[config.mk]
export PLATFORM = sky130hd
export DESIGN_NAME = pipe_sequencer
export DESIGN_NICKNAME = d
export VERILOG_FILES = /design/src/rtl/pipe_sequencer.sv
export SDC_FILE = /design/constraint.sdc
export NUM_CORES = 1
export LEC_CHECK = 0
export ABC_AREA = 1
export CORE_MARGIN = 2
export CORE_UTILIZATION = 28
export DETAILED_ROUTE_END_ITERATION = 8
export GPL_ROUTABILITY_DRIVEN = 0
export PLACE_DENSITY = 0.79
export SLEW_MARGIN = 40
export SYNTH_ARGS = -nofsm -noshare
export SYNTH_HDL_FRONTEND = slang
export SYNTH_SLANG_ARGS = --single-unit
[constraint.sdc]
create_clock -name clk -period 1.2 [get_ports clk]
set_input_delay 0.24 -clock clk [delete_from_list [all_inputs] [get_ports clk]]
set_output_delay 0.24 -clock clk [all_outputs]
set_load 0.005 [all_outputs]
[src/rtl/pipe_sequencer.sv]
// pipe_sequencer
// Central pipeline controller for the 5-stage MIPS core. It produces the
// per-stage advance/squash strobes, detects load-use hazards and taken-branch
// flushes, and runs the RUN/HALT/STEP debug state machine.
//
// Optional feature macro: PIPE_STAT_EN builds the statistics counters.
// Without it, cycle_cnt/stall_cnt/flush_cnt are tied to zero.
//
// Ports
//   clk, rst          : pipeline clock, synchronous active-high reset
//   id_rs, id_rt      : source register fields of the instruction in ID
//   id_uses_rt        : ID instruction reads rt
//   ex_rt, ex_mem_read: destination rt / load flag of the instruction in EX
//   branch_taken      : branch/jump resolved taken in EX
//   halt_req          : syscall halt in EX
//   resume, step      : debug pulses
//   pc_en, *_go, *_clear : buffer enables (combinational)
//   state             : 0 RUN, 1 HALT, 2 STEP (registered)
//   cycle_cnt, stall_cnt, flush_cnt : saturating statistics
//
// state | meaning
// ------+---------------------------------------------------
// RUN   | normal execution, strobes follow hazard logic
// HALT  | pipeline frozen, all enables low
// STEP  | one active cycle, then back to HALT unless resumed
module pipe_sequencer (
  input  logic        clk,
  input  logic        rst,
  input  logic [4:0]  id_rs,
  input  logic [4:0]  id_rt,
  input  logic        id_uses_rt,
  input  logic [4:0]  ex_rt,
  input  logic        ex_mem_read,
  input  logic        branch_taken,
  input  logic        halt_req,
  input  logic        resume,
  input  logic        step,
  output logic        pc_en,
  output logic        if_id_go,
  output logic        if_id_clear,
  output logic        id_ex_go,
  output logic        id_ex_clear,
  output logic        ex_mem_go,
  output logic        mem_wb_go,
  output logic [1:0]  state,
  output logic [31:0] cycle_cnt,
  output logic [15:0] stall_cnt,
  output logic [15:0] flush_cnt
);

  typedef enum logic [1:0] {
    RUN  = 2'd0,
    HALT = 2'd1,
    STEP = 2'd2
  } state_t;

  state_t cur;

  logic active;
  logic lu;
  logic lu_act;
  logic br_act;

  assign state  = cur;
  assign active = !rst && ((cur == RUN) || (cur == STEP));
  assign lu     = ex_mem_read && (ex_rt != 5'd0) &&
                  ((ex_rt == id_rs) || (id_uses_rt && (ex_rt == id_rt)));
  // Branch wins over load-use: the instruction that would stall is squashed.
  assign br_act = active && branch_taken;
  assign lu_act = active && lu && !branch_taken;

  always_ff @(posedge clk) begin
    if (rst) begin
      cur <= RUN;
    end else begin
      case (cur)
        RUN:     if (halt_req) cur <= HALT;
        HALT:    if (resume) cur <= RUN;
                 else if (step) cur <= STEP;
        STEP:    cur <= resume ? RUN : HALT;
        default: cur <= RUN;
      endcase
    end
  end

  always_comb begin
    pc_en       = 1'b0;
    if_id_go    = 1'b0;
    if_id_clear = 1'b0;
    id_ex_go    = 1'b0;
    id_ex_clear = 1'b0;
    ex_mem_go   = 1'b0;
    mem_wb_go   = 1'b0;
    if (rst) begin
      // Flush IF/ID and ID/EX to NOPs while holding the later stages.
      if_id_go    = 1'b1;
      id_ex_go    = 1'b1;
      if_id_clear = 1'b1;
      id_ex_clear = 1'b1;
    end else if (active) begin
      pc_en     = 1'b1;
      if_id_go  = 1'b1;
      id_ex_go  = 1'b1;
      ex_mem_go = 1'b1;
      mem_wb_go = 1'b1;
      if (br_act) begin
        if_id_clear = 1'b1;
        id_ex_clear = 1'b1;
      end else if (lu_act) begin
        pc_en       = 1'b0;
        if_id_go    = 1'b0;
        id_ex_clear = 1'b1;
      end
    end
  end

`ifdef PIPE_STAT_EN
  always_ff @(posedge clk) begin
    if (rst) begin
      cycle_cnt <= '0;
      stall_cnt <= '0;
      flush_cnt <= '0;
    end else begin
      if (active && (cycle_cnt != '1)) cycle_cnt <= cycle_cnt + 32'd1;
      if (lu_act && (stall_cnt != '1)) stall_cnt <= stall_cnt + 16'd1;
      if (br_act && (flush_cnt != '1)) flush_cnt <= flush_cnt + 16'd1;
    end
  end
`else
  assign cycle_cnt = '0;
  assign stall_cnt = '0;
  assign flush_cnt = '0;
`endif

endmodule

# Yosys cells after proc, flatten, opt, wreduce, memory -nomap -nowiden
# Index checks and enable logic that the tools add are counted.
word_totals:
  inputBits: 23
  regBits: 2
  out_inout_bits: 73
  elab_cells: 41
classes:
  reduce_logical: 14
  muxes: 20
  eq_ne: 6
op_table:
  columns: ["cell", "n"]
  rows:
  - ["$mux 1", 16]
  - ["$eq 5x5->1", 2]
  - ["$logic_and 1x1->1", 7]
  - ["$mux 2", 3]
  - ["$pmux 2 s3", 1]
  - ["$reduce_bool 5->1", 1]
  - ["$ne 3x3->1 const B", 1]
  - ["$eq 2x1->1 const B", 1]
  - ["$eq 2x2->1 const B", 1]
  - ["$logic_not 1->1", 2]
  - ["$logic_not 2->1", 1]
  - ["$logic_or 1x1->1", 2]
  - ["$ne 2x2->1 const B", 1]
  - ["$reduce_and 2->1", 1]

# Logic depth before layout (Yosys ltp)
# Gate-level depths: netlist of run 1.
logic_depth:
  depth_word: 10
  depth_mapped: 9
  ltp_nobuf: 9

# Worst setup path before layout of run 1
# Ideal clock, no wire load.
synth_timing:
  path_kind: "flip-flop to output port"
  from: "reg cur[0], in the netlist state[0]"
  to: "out if_id_go"
  path_slack_ns: 0.098
  n_path_buf: 0
  stages_incl_launch_ff: 7
  arrival_time_ns: 0.862
  required_time_ns: 0.960
  cell_sequence: "dfxtp_1 nor2_4 nand3_1 inv_1 nand3_2 nand2_2 nand2_2"
synth_between:
  elab_chain_len: 9
  elab_cells_between_ends: 11
  cone_classes: "eq/ne (1); mux (4); reduce/logical (6)"
synth_lines:
  columns: ["item", "line_no", "rtl"]
  rows:
  - ["from (decl)", "57", "state_t cur;"]
  - ["from (signal assigned)", "80", "STEP: cur <= resume ? RUN : HALT;"]
  - ["$eq 2x2->1 / $logic_not 2->1 (equally long branches)", "65", "assign active = !rst && ((cur == RUN) || (cur == STEP));"]
  - ["$logic_or 1x1->1 (*)", "65", null]
  - ["$logic_and 1x1->1 (*)", "65", null]
  - ["$logic_and 1x1->1 (2 in a row)", "70", "assign lu_act = active && lu && !branch_taken;"]
  - ["$mux 1", "109", "end else if (lu_act) begin"]
  - ["$mux 1", "106", "if (br_act) begin"]
  - ["$mux 1 (*)", "100", "end else if (active) begin"]
  - ["$mux 1 (*)", "94", "if (rst) begin"]
  - ["to (decl)", "39", "output logic if_id_go,"]
# Mark *: on every way between the ends. The rest lies on a longest branch, timed or not.

# Worst setup path after layout of run 1
# Same ends and word-level chain as after synthesis.

==> flow_summary.toml, run 1 <==
[outcome]
status = "finished, violations left"
violations = "design-rule violations, negative setup slack"

[clocking]
clock_path_buffers = 2
tritoncts = "yes"
root_buffer = "clkbuf_4"
path_clk_slew_ps = 30
h-tree-depth = 1
cts_sinks = 2
cts_buffers = 3
clkLatencyLatePin_ps = 220

[synthesis]
yosysSeqAreaShare = 0.04734
syn_area_um2 = 845.8
ys_ff_latch = 2
synth.avg_cell_area_um2 = 5.999
synth_cells = 141
synth.distinct_cells = 16
ys.warnings.count = 0

[sta]
slew_violations = 0
fmax_ghz = 0.7389
final.min_clock_period_ps = 1353
hold_ws_ps = 550.2
setup_violations = 4
final_hold_viol_count = 0
rsz0062_at_grt = "true"
fin_ws_ps = -153.3
post-route-period-util = 1.128
fin_tns_setup_ps = -435.8
finClkSkew_ps = 4.725

[setup_path]
arrival_ps = 1110
ff2ff_path_depth = 3
path_max_fanout = 2
rrSetupSlack_ps = 310
reg2reg_from = "state[0]"
critPathKind = "flip-flop to output port"
crit_path_start_kind = "flip-flop"
crit_required_ps = 960
reg2reg_to = "state[0]"
cp-end-kind = "output port"

[final_layout]
final_cell_area_um2 = 950.9
area_delta_synth_final_pct = 12.43
largest_reg_flops = 2
drive_above_1_share = 0.2599
final_nets = 202
diodes = 0
final_util = 0.3390
fillerInstances = 309

[detailed_routing]
post_drt_wl_per_cell_um = 7.120
vias = 693
drcViolationCount = 7
drt_iter0_markers = 25
drtPass1Iterations = 6
vias_per_cell = 3.332
ant_nets = 0
totalWireLength_um = 1481

[global_routing]
grt_pass1_vias = 541
overflow = 0
grt_use_total = 0.07379
grt_first_pass_wirelength_um = 2056
grt_max_degree = 6
antenna_found_initial = 0

[floorplan]
die_w_um = 58.96
core_um2 = 2805
die_y_um = 58.96
die-area_um2 = 3476
num_rows = 19
initial_core_util = 0.3015
ioPinCount = 96

[worst_hold_path]
min_from = "state[1]"
hold_depth = 2
holdPathEnd = "state[0]"
hp-class = "flip-flop to flip-flop"

[place]
place_area_um2 = 973.4
portBuffers = 31
place_hpwl_um = 1314

[run]
cap_violations = 0

[power_and_ir_drop]
power_density_nw_per_um2 = 524.5
vdd_drop_max_v = 0.0005269
p_leak_nw = 0.6427
==> what timing repair did <==
item                                    4_1_cts  5_1_grt
hold buffers                                  0        0
pin swaps                                    23       10
endpoints found under the setup margin        9        5
gates resized for setup                     104        9
buffers inserted                              0        1
==> how the worst max path moves through the flow <==
stage | endpoint | startpoint | slack, ps
5_1_grt | pc_en | state[0] | -200
3_5_place_dp | id_ex_clear | ex_rt[0] | -930
6_report | if_id_go | state[0] | -150
4_1_cts | if_id_go | state[0] | -150
3_3_place_gp | id_ex_clear | ex_rt[3] | -930
2_1_floorplan | if_id_go | state[0] | 100
==> metrics by stage <==
| step | setup slack (ps) | total power [W] | cells |
|---|---|---|---|
| 3_3_place_gp | -930.0 | 0.0003616 | 205 |
| 3_5_place_dp | -926.8 | 0.0003658 | 205 |
| 6_report | -153.3 | 0.0004987 | 208 |
| 2_1_floorplan | 98.24 | 0.0003595 | 204 |
| 4_1_cts | -145.2 | 0.0004948 | 208 |
| 5_1_grt | -199.5 | 0.0005494 | 208 |
==> cell usage after synthesis <==
| cell type | count | area (um^2) |
|---|---|---|
| buf_4 | 65 | 488.0 |
| conb_1 | 1 | 3.750 |
| dfxtp_1 | 2 | 40.04 |
| inv_1 | 18 | 67.56 |
| inv_2 | 2 | 7.510 |
| nand2_1 | 31 | 116.4 |
| nand2_2 | 2 | 12.51 |
| nand3_1 | 5 | 25.02 |
| nand3_2 | 1 | 10.01 |
| nand4_1 | 1 | 6.260 |
| nor2_1 | 8 | 30.03 |
| nor2_4 | 1 | 11.26 |
| nor3_1 | 1 | 5.000 |
| o21ai_0 | 1 | 5.000 |
| o32ai_1 | 1 | 8.760 |
| xnor2_1 | 1 | 8.760 |
==> layer usage <==
metal / global-route usage / vias to the layer above / share of wire
li1: - / 361 / -
met1: 0.08499 / 273 / 0.35
met2: 0.1349 / 59 / 0.51
met3: 0.01099 / 0 / 0.14
met4: 0.02922 / 0 / 0
met5: 0 / - / 0
==> placed cells by master (no fill, tap or decap), drive strengths merged <==
| cell | count |
|---|---|
| dfxtp | 2 |
| dlygate4sd2 | 5 |
| nand2 | 33 |
| clkdlybuf4s15 | 2 |
| xnor2 | 1 |
| conb | 64 |
| inv | 20 |
| nand4 | 1 |
| clkbuf | 4 |
| o32ai | 1 |
| clkdlybuf4s50 | 3 |
| nand3 | 6 |
| o21ai | 1 |
| nor3 | 1 |
| buf | 24 |
| nor2 | 9 |
==> area by class of cell <==
type                            instances  area, um^2  area share
Inverter                               20       77.57     0.08158
Clock buffer                            3       22.52     0.02368
Timing Repair Buffer                   35       264.0      0.2776
Sequential cell                         2       41.29     0.04342
Multi-Input combinational cell        117       506.7      0.5329
Tap cell                               31       38.79     0.04079
==> critical path, cell delays in order (launching register included) <==
cell and delay [ps]:
dfxtp_2 320, nor2_4 120, nand3_2 70, inv_2 60, nand3_2 80, nand2_2 80, nand2_2 50, buf_6 110
==> cells by family (layout without fill, tap and decap cells) <==
group,Yosys count,in the layout,share of synthesized area
buf+inv,85,58,0.6657
simple gates,50,50,0.2559
compound gates,2,2,0.01627
flops,2,2,0.04734
other cells,1,64,0.004434
xor+xnor,1,1,0.01036
==> power by group <==
part	switching, W	internal, W
Combinational	0.000151	0.000119
Clock	0.0000400	0.000111
Sequential	0.00000486	0.0000729
No activity file was read; power rests on OpenSTA's default activity.
==> run 2, diff against run 1 <==
--- a/config.mk
+++ b/config.mk
@@ -6,12 +6,13 @@
 export NUM_CORES = 1
 export LEC_CHECK = 0
 export ABC_AREA = 1
+export CAP_MARGIN = 20
 export CORE_MARGIN = 2
 export CORE_UTILIZATION = 28
 export DETAILED_ROUTE_END_ITERATION = 8
 export GPL_ROUTABILITY_DRIVEN = 0
 export PLACE_DENSITY = 0.79
-export SLEW_MARGIN = 40
+export SLEW_MARGIN = 20
 export SYNTH_ARGS = -nofsm -noshare
 export SYNTH_HDL_FRONTEND = slang
 export SYNTH_SLANG_ARGS = --single-unit
==> results of run 2 <==
The final DEF is identical to that of run 1; final timing and power are the same.
